<file path="src/rtl/alu_ctrl_pkg.sv">
// ---------------------------------------------------------------------------
// alu_ctrl_pkg
// Shared definitions for the execute-stage ALU and the ALU control stage:
//   - the eight 4-bit ALU control codes
//   - the iterative-shift FSM state encoding
// ---------------------------------------------------------------------------
package alu_ctrl_pkg;

   localparam logic [3:0] ALU_AND  = 4'b0000;
   localparam logic [3:0] ALU_OR   = 4'b0001;
   localparam logic [3:0] ALU_ADD  = 4'b0010;
   localparam logic [3:0] ALU_SUB  = 4'b0110;
   localparam logic [3:0] ALU_SLT  = 4'b0111;
   localparam logic [3:0] ALU_LUI  = 4'b1010;
   localparam logic [3:0] ALU_SRA  = 4'b1110;
   localparam logic [3:0] ALU_SRAV = 4'b1111;

   typedef enum logic {
      IDLE  = 1'b0,
      SHIFT = 1'b1
   } state_e;

   // True for the two codes that go through the iterative shifter.
   function automatic logic is_shift_op(input logic [3:0] ctrl);
      return (ctrl == ALU_SRA) || (ctrl == ALU_SRAV);
   endfunction

endpackage

</file>
<file path="src/rtl/alu_comb_core.sv">
// ---------------------------------------------------------------------------
// alu_comb_core
// Purely combinational single-cycle operation evaluator.
// Ports:
//   ctrl_i     ALU control code
//   src1_i     rs operand
//   src2_i     rt / immediate operand
//   result_o   single-cycle result (src2 for shift codes: zero-amount shift)
//   illegal_o  high when ctrl_i is not a supported code
// ---------------------------------------------------------------------------
module alu_comb_core
   import alu_ctrl_pkg::*;
#(
   parameter int DW = 32
) (
   input  logic [3:0]    ctrl_i,
   input  logic [DW-1:0] src1_i,
   input  logic [DW-1:0] src2_i,
   output logic [DW-1:0] result_o,
   output logic          illegal_o
);

   // Single-cycle operation select and unsupported-code detection.
   always_comb begin
      result_o  = {DW{1'b0}};
      illegal_o = 1'b0;
      case (ctrl_i)
         ALU_AND:  result_o = src1_i & src2_i;
         ALU_OR:   result_o = src1_i | src2_i;
         ALU_ADD:  result_o = src1_i + src2_i;
         ALU_SUB:  result_o = src1_i - src2_i;
         ALU_SLT: begin
            if ($signed(src1_i) < $signed(src2_i)) begin
               result_o = {{(DW-1){1'b0}}, 1'b1};
            end else begin
               result_o = {DW{1'b0}};
            end
         end
         ALU_LUI:  result_o = {src2_i[15:0], {(DW-16){1'b0}}};
         // A shift by zero is just a pass-through of the operand.
         ALU_SRA:  result_o = src2_i;
         ALU_SRAV: result_o = src2_i;
         default: begin
            result_o  = {DW{1'b0}};
            illegal_o = 1'b1;
         end
      endcase
   end

endmodule

</file>
<file path="src/rtl/alu_iter_exec.sv">
// ---------------------------------------------------------------------------
// alu_iter_exec
// Execute-stage ALU. Logic/arithmetic ops complete in one registered cycle;
// arithmetic right shifts iterate one bit per cycle behind a busy/done
// handshake so the controller can stall.
// Ports:
//   clk_i      system clock (rising edge)
//   rst_i      synchronous active-high reset
//   start_i    request, sampled only while busy_o=0
//   ctrl_i     ALU control code
//   src1_i     rs operand (also the amount for srav)
//   src2_i     rt / immediate operand
//   shamt_i    instruction shamt field (amount for sra)
//   busy_o     high while a shift is iterating
//   done_o     one-cycle pulse: result_o/zero_o/illegal_o valid
//   result_o   registered result, held until the next done_o
//   zero_o     registered (result == 0)
//   illegal_o  registered, set with done_o for an unsupported code
// ---------------------------------------------------------------------------
module alu_iter_exec
   import alu_ctrl_pkg::*;
#(
   parameter int DW  = 32,
   parameter int SHW = 5
) (
   input  logic           clk_i,
   input  logic           rst_i,
   input  logic           start_i,
   input  logic [3:0]     ctrl_i,
   input  logic [DW-1:0]  src1_i,
   input  logic [DW-1:0]  src2_i,
   input  logic [SHW-1:0] shamt_i,
   output logic           busy_o,
   output logic           done_o,
   output logic [DW-1:0]  result_o,
   output logic           zero_o,
   output logic           illegal_o
);

   state_e         state_q,   state_d;
   logic [DW-1:0]  work_q,    work_d;
   logic [SHW-1:0] cnt_q,     cnt_d;
   logic [DW-1:0]  result_q,  result_d;
   logic           zero_q,    zero_d;
   logic           illegal_q, illegal_d;
   logic           done_q,    done_d;

   logic [DW-1:0]  core_result_s;
   logic           core_illegal_s;
   logic [SHW-1:0] amt_s;
   logic [DW-1:0]  work_sh_s;

   alu_comb_core #(.DW(DW)) u_core (
      .ctrl_i    (ctrl_i),
      .src1_i    (src1_i),
      .src2_i    (src2_i),
      .result_o  (core_result_s),
      .illegal_o (core_illegal_s)
   );

   // Shift amount source: srav takes it from rs, sra from the shamt field.
   always_comb begin
      if (ctrl_i == ALU_SRAV) begin
         amt_s = src1_i[SHW-1:0];
      end else begin
         amt_s = shamt_i;
      end
   end

   // One-bit arithmetic right shift of the working register (MSB replicated).
   assign work_sh_s = {work_q[DW-1], work_q[DW-1:1]};

   // Next-state and output-register logic.
   always_comb begin
      state_d   = state_q;
      work_d    = work_q;
      cnt_d     = cnt_q;
      result_d  = result_q;
      zero_d    = zero_q;
      illegal_d = illegal_q;
      done_d    = 1'b0;
      case (state_q)
         IDLE: begin
            if (start_i) begin
               if (is_shift_op(ctrl_i) && (amt_s != {SHW{1'b0}})) begin
                  work_d  = src2_i;
                  cnt_d   = amt_s;
                  state_d = SHIFT;
               end else begin
                  result_d  = core_result_s;
                  zero_d    = (core_result_s == {DW{1'b0}});
                  illegal_d = core_illegal_s;
                  done_d    = 1'b1;
               end
            end else begin
               state_d = IDLE;
            end
         end
         SHIFT: begin
            work_d = work_sh_s;
            cnt_d  = cnt_q - SHW'(1);
            // Last shift edge: the shifted value is the final result.
            if (cnt_q == SHW'(1)) begin
               result_d  = work_sh_s;
               zero_d    = (work_sh_s == {DW{1'b0}});
               illegal_d = 1'b0;
               done_d    = 1'b1;
               state_d   = IDLE;
            end else begin
               state_d = SHIFT;
            end
         end
         default: begin
            state_d = IDLE;
         end
      endcase
   end

   // State, datapath and output registers with synchronous reset.
   always_ff @(posedge clk_i) begin
      if (rst_i) begin
         state_q   <= IDLE;
         work_q    <= {DW{1'b0}};
         cnt_q     <= {SHW{1'b0}};
         result_q  <= {DW{1'b0}};
         zero_q    <= 1'b1;
         illegal_q <= 1'b0;
         done_q    <= 1'b0;
      end else begin
         state_q   <= state_d;
         work_q    <= work_d;
         cnt_q     <= cnt_d;
         result_q  <= result_d;
         zero_q    <= zero_d;
         illegal_q <= illegal_d;
         done_q    <= done_d;
      end
   end

   assign busy_o    = (state_q == SHIFT);
   assign done_o    = done_q;
   assign result_o  = result_q;
   assign zero_o    = zero_q;
   assign illegal_o = illegal_q;

endmodule

</file>
<file path="config.mk">
export PLATFORM = sky130hd
export DESIGN_NAME = alu_iter_exec
export DESIGN_NICKNAME = d
export VERILOG_FILES = /design/src/rtl/alu_ctrl_pkg.sv /design/src/rtl/alu_comb_core.sv /design/src/rtl/alu_iter_exec.sv
export SDC_FILE = /design/constraint.sdc
export NUM_CORES = 1
export LEC_CHECK = 0
export CORE_AREA = 2 2 132 134
export CTS_BUF_LIST = sky130_fd_sc_hd__clkbuf_8
export CTS_CLUSTER_DIAMETER = 40
export CTS_CLUSTER_SIZE = 16
export DETAILED_ROUTE_END_ITERATION = 16
export DIE_AREA = 0 0 134 136
export PLACE_DENSITY = 0.78
export SYNTH_ARGS = -nofsm -noshare
export SYNTH_HDL_FRONTEND = slang
export SYNTH_SLANG_ARGS = --single-unit
</file>
<file path="constraint.sdc">
create_clock -name clk_i -period 4.6 [get_ports clk_i]
set_input_delay 0.92 -clock clk_i [delete_from_list [all_inputs] [get_ports clk_i]]
set_output_delay 0.92 -clock clk_i [all_outputs]
set_load 0.1 [all_outputs]
</file>
==> flow_metrics.tcl, run 1 <==
set metrics [dict create \
    r2r_setup_slack_ps 1070 \
    die_w_um 134 \
    synth_ff_type "dfxtp_1" \
    synth_top_cell_area_share 0.158 \
    core-area_um2 16900 \
    port_buffers 111 \
    drv_cap 0 \
    grt_pass1_wl_um 60700 \
    worstReg2RegEnd "zero_o" \
    grt.total_usage 0.430 \
    setup_violations 0 \
    drt_iter0_drc 1685 \
    p_clk_frac 0.206 \
    synth_warnings 0 \
    cts_max_level 3 \
    synthArstFlopShare 0 \
    period_minus_slack_ps 4400 \
    cts_buffer_depth 2 \
    clock-sinks 72 \
    cts_buffers 9 \
    synth-seq-area-share 0.158 \
    intPower_w 0.00155 \
    critPathLaunchType "input port" \
    peakVddDrop_mv 0.256 \
    power_density_nw_per_um2 226 \
    r2r_cells 11 \
    clk_pin_slew_ps 80 \
    areaGrowthSynthToFinish_pct 32.5 \
    max_freq_ghz 0.227 \
    arrival_ps 4670 \
    grt_start_max_net_pins 73 \
    holdWs_ps 456 \
    p_leak_nw 5.25 \
    routed_wirelength_um 40200 \
    r2r-start "cnt_q[2]" \
    die_area_um2 18200 \
    syn_area_per_cell_um2 7.11 \
    clock-root-buffer "clkbuf_8" \
    totalPowerFinal_w 0.00273 \
    tightest_slew_ps 1050 \
    place_hpwl_um 31900 \
    synth_largest_area_cell "dfxtp_1" \
    nFillCells 1386 \
    critPathMaxFanout 3 \
    multi_input_comb_area_um2 6910 \
    num_vias 11600 \
    path_class "input port to register" \
    final_cell_mix "224 x buf_4, 131 x nor2_1, 125 x a21oi_1" \
    wl_per_cell_um 22.7 \
    critPathCaptureType "register" \
    drc 0 \
    synthTopCellsByArea "dfxtp_1 16%, ha_1 14%, a21oi_1 7.0%, nor2_1 5.4%, nand2_1 5.0%" \
    crit_required_ps 4870 \
    place.gp.congestion 1.07 \
    drtAntennaViolNets 0 \
    holdPathEnd "result_o[24]" \
    cts_hold_buf 0 \
    hold_viol 0 \
    drive_gt1_frac 0.187 \
    slew_viol_final 0 \
    switching_power_w 0.00118 \
    synthDistinctLibCells 99 \
    viasPerCell 6.58 \
    synth_edf_count 0 \
    rows 48 \
    grt_overflow 0 \
    period_share 0.957 \
    holdPathStages 2 \
    syn_nets 1459 \
    holdCritStartpoint "result_o[24]" \
    p_seq_frac 0.252 \
    register_area_um2 1440 \
    clk_latency_ps 360 \
    antenna_found_initial 0 \
    tritoncts "done" \
    clock_skew_ps 10.7 \
    grt_pass1_vias 11100 \
    drtPass1Iterations 8 \
    fin_setup_tns_ps 0 \
    syn-instance-count 1280 \
    fin_util 0.715 \
    nets 1718 \
    netlist_area_um2 9100 \
    outcome "finished, final reports clean" \
    hp-class "register to register" \
    initial_core_util 0.539 \
    maxSlewHeadroom 0.293 \
    final_common_cell "buf_4" \
    die_h_um 136 \
    io_pins 112 \
    switching_share 0.433 \
    comb_power_share 0.541 \
    ys_ff_latch 72 \
]
## per-layer routing
layer	track usage	routed length, µm	vias up
li1	-	-	5281
met1	0.515	15300	5365
met2	0.728	18500	780
met3	0.0608	3310	207
met4	0.271	3110	0
met5	0	0	-
## kinds of logic after synthesis
family                   count (synthesis)  share of synthesized area
XOR/XNOR                                 9                    0.00866
flip-flops                              72                      0.158
adder cells (fa/ha/maj)                103                      0.143
multiplexers                             7                    0.00770
buffers and inverters                  189                     0.0884
AND/OR/NAND/NOR                        445                      0.239
AO/OA/AOI/OAI                          455                      0.354
## worst max-delay path, cell delays in order
cell	delay (ps)
clkdlybuf4s50_1	520
inv_1	80
ha_1	330
o21ba_2	260
nand2b_1	230
a21oi_1	330
buf_4	170
o21ai_1	120
a31oi_1	360
o21ai_1	180
a221oi_1	290
nand2_1	160
nor4_1	300
nand4_1	160
o31ai_1	250
## worst max path at each step
stage,start,to,slack [ps],depth (start not counted)
final,src1_i[1],zero_o,200,15
after global routing,src1_i[0],zero_o,-40,17
after floorplan,src1_i[0],zero_o,920,15
after CTS,src2_i[0],zero_o,240,15
after global placement,src2_i[0],zero_o,-30,15
after detailed placement,src2_i[0],zero_o,-130,15
## repair_timing
item / CTS / global route
gates resized for setup: 0 / 7
endpoints found under the setup margin: 0 / 2
setup buffers: 0 / 1
## state kept, by name (all words and copies together) (netlist names)
register	flops
busy_o	1
zero_o	1
cnt_q	5
result_o	32
work_q	31
done_o	1
illegal_o	1
## power by group through the flow
stage          registers, W  clock network, W  logic, W
3_3_place_gp       0.000699                 0   0.00141
4_1_cts            0.000687          0.000558   0.00143
6_report           0.000689          0.000564   0.00148
3_5_place_dp       0.000701                 0   0.00142
2_1_floorplan      0.000867                 0  0.000658
5_1_grt            0.000692          0.000586   0.00156
## stage by stage
| step | cells | worst slack, ps | area (µm²) |
|---|---|---|---|
| after floorplan | 1280 | 916 | 9100 |
| after detailed placement | 1752 | -127 | 11800 |
| after global placement | 1752 | -33.5 | 11800 |
| final | 1769 | 199 | 12100 |
| after global routing | 1768 | -36.9 | 12100 |
| after CTS | 1767 | 240 | 12000 |
## synthesized netlist by cell type (5+ instances only)
| master | number |
|---|---|
| a211o_1 | 8 |
| a211oi_1 | 17 |
| a21o_1 | 13 |
| a21oi_1 | 127 |
| a221o_1 | 6 |
| a221oi_1 | 15 |
| a222oi_1 | 33 |
| a22oi_1 | 10 |
| a311oi_1 | 5 |
| a31oi_1 | 10 |
| and2_1 | 7 |
| and3_1 | 6 |
| buf_2 | 18 |
| buf_4 | 15 |
| clkbuf_1 | 52 |
| dfxtp_1 | 72 |
| ha_1 | 101 |
| inv_1 | 97 |
| mux2i_1 | 7 |
| nand2_1 | 121 |
| nand2b_1 | 16 |
| nand3_1 | 20 |
| nand4_1 | 20 |
| nor2_1 | 132 |
| nor2b_1 | 13 |
| nor3_1 | 34 |
| nor4_1 | 28 |
| o2111ai_1 | 6 |
| o211ai_1 | 27 |
| o21a_1 | 8 |
| o21ai_0 | 62 |
| o21ai_1 | 15 |
| o21bai_1 | 5 |
| o221ai_1 | 5 |
| o22ai_1 | 5 |
| o2bb2ai_1 | 5 |
| o31ai_1 | 20 |
| or3_1 | 10 |
| xnor2_1 | 7 |
## area by class of cell
| class | count | area share |
|---|---|---|
| Clock inverter | 5 | 0.00674 |
| Timing Repair Buffer | 337 | 0.234 |
| Sequential cell | 72 | 0.120 |
| Tap cell | 225 | 0.0233 |
| Antenna cell | 1 | 0.000207 |
| Inverter | 100 | 0.0311 |
| Clock buffer | 10 | 0.0114 |
| Multi-Input combinational cell | 1019 | 0.573 |
Note: power is estimated with default switching activity, not from simulation.
==> run 2, diff against run 1 <==
CORE_AREA = 2 2 135 137   (was 2 2 132 134)
CTS_CLUSTER_SIZE = unset   (was 16)
DIE_AREA = 0 0 137 139   (was 0 0 134 136)
clock period = 3.9 ns   (was 4.6 ns; I/O delays follow)
==> flow_metrics.tcl, run 2 (synthesized netlist as in run 1, its figures left out) <==
set metrics [dict create \
    rows 49 \
    grt_overflow 0 \
    num_vias 13200 \
    path_class "input port to register" \
    r2r-start "cnt_q[1]" \
    dp_cells 1938 \
    critPathCaptureType "register" \
    wl_per_cell_um 23.8 \
    arrival_ps 4140 \
    place.gp.congestion 1.03 \
    die_area_um2 19000 \
    critPathMaxFanout 6 \
    grt_start_max_net_pins 73 \
    antenna_found_initial 4 \
    outcome "finished, final reports clean" \
    period_minus_slack_ps 3870 \
    grt_pass1_wl_um 66100 \
    crit_required_ps 4180 \
    worst-path-buf-inv 2 \
    crit_start "src2_i[18]" \
    final_cell_mix "436 x buf_4, 122 x nor2_1, 119 x nand2_1" \
    setup_violations 0 \
    hold_viol 0 \
    drv_cap 0 \
    clock-root-buffer "clkbuf_8" \
    max_freq_ghz 0.259 \
    p_leak_nw 6.64 \
    io_pins 112 \
    grt.total_usage 0.446 \
    clock_skew_ps 10.5 \
    drt_iter0_drc 2011 \
    cp_slowest_cell "clkdlybuf4s50_1" \
    core-area_um2 17700 \
    cts_hold_buf 0 \
    cts_buffer_depth 2 \
    finalNonFillerCells 1995 \
    viasPerCell 6.63 \
    die_h_um 139 \
    initial_core_util 0.516 \
    largest_reg_flops 32 \
    peakVddDrop_mv 0.350 \
    clk_pin_slew_ps 70 \
    routed_wirelength_um 47600 \
    drtPass1Iterations 8 \
    cts_buffers 9 \
    totalPowerFinal_w 0.00368 \
    final_common_cell "buf_4" \
    die_w_um 137 \
    tritoncts "done" \
    grt_pass1_vias 12400 \
    hp-class "register to register" \
    place_hpwl_um 34400 \
    maxSlewHeadroom 0.324 \
    period_share 0.991 \
    cpMostUsedCell "o21ai_0" \
    tightest_slew_ps 1010 \
    port_buffers 111 \
    fin_area_um2 14600 \
    cp_top_family "compound AO/OA/AOI/OAI gates" \
    power_density_nw_per_um2 251 \
    cts_max_level 3 \
    critPathLaunchType "input port" \
    fin_util 0.829 \
    holdCritStartpoint "result_o[23]" \
    clock-sinks 72 \
    nets 1938 \
    critPathMaxStageDelay_ps 480 \
    clk_latency_ps 350 \
    drive_gt1_frac 0.364 \
    nFillCells 1090 \
    drtAntennaViolNets 0 \
    drc 0 \
    fin_setup_tns_ps 0 \
    placed_area_um2 13200 \
    areaGrowthSynthToFinish_pct 60.8 \
    path_cells "clkdlybuf4s50_1 > inv_1 > ha_1 > a21oi_1 > o21ai_0 > a41o_1 > o21ai_0 > a31oi_2 > o311ai_1 > a22oi_1 > o21ai_0 > o21ai_0 > a21oi_1" \
    slew_viol_final 0 \
]
-- run 2: path summary, 6_finish.rpt --
kind	slack, ps	depth (start not counted)	endpoint
max	30	13	result_o[27]
min	450	2	result_o[23]
max reg2reg	980	13	zero_o
min reg2reg	450	2	result_o[23]
-- run 2: tightest hold or removal path, stage by stage, from the launching register on --
cell and delay [ps]:
dfxtp_1 310, nand2_1 50, a21oi_1 50
-- run 2: what timing repair did --
item	4_1_cts	5_1_grt
pin swaps	35	65
setup endpoints to repair	11	13
setup buffers	10	30
resized for setup	76	156
-- run 2: area by class of cell --
class,count,area (µm²),share of cell area
Clock inverter,7,88.8,0.00607
Timing Repair Buffer,557,4590,0.313
Antenna cell,2,5.00,0.000342
Inverter,100,378,0.0258
Multi-Input combinational cell,1019,7720,0.528
Sequential cell,72,1440,0.0986
Tap cell,229,287,0.0196
Clock buffer,9,124,0.00846
-- run 2: metal layers --
metal | part of all wire | track usage
met1 | 0.34 | 0.521
met2 | 0.43 | 0.711
met3 | 0.12 | 0.0983
met5 | 0.00048 | 0
met4 | 0.11 | 0.321
-- run 2: stage by stage --
step | setup WS, ps | hold WS, ps
2_1_floorplan | 356 | 459
3_3_place_gp | -819 | 439
3_5_place_dp | -731 | 443
4_1_cts | -20.6 | 453
5_1_grt | -89.5 | 476
6_report | 34.4 | 452
-- run 2: where the power goes --
group | switching (W) | internal (W) | leakage [nW]
Combinational | 0.00127 | 0.000955 | 5.95
Clock | 0.000287 | 0.000355 | 0.112
Sequential | 0.0000347 | 0.000779 | 0.587
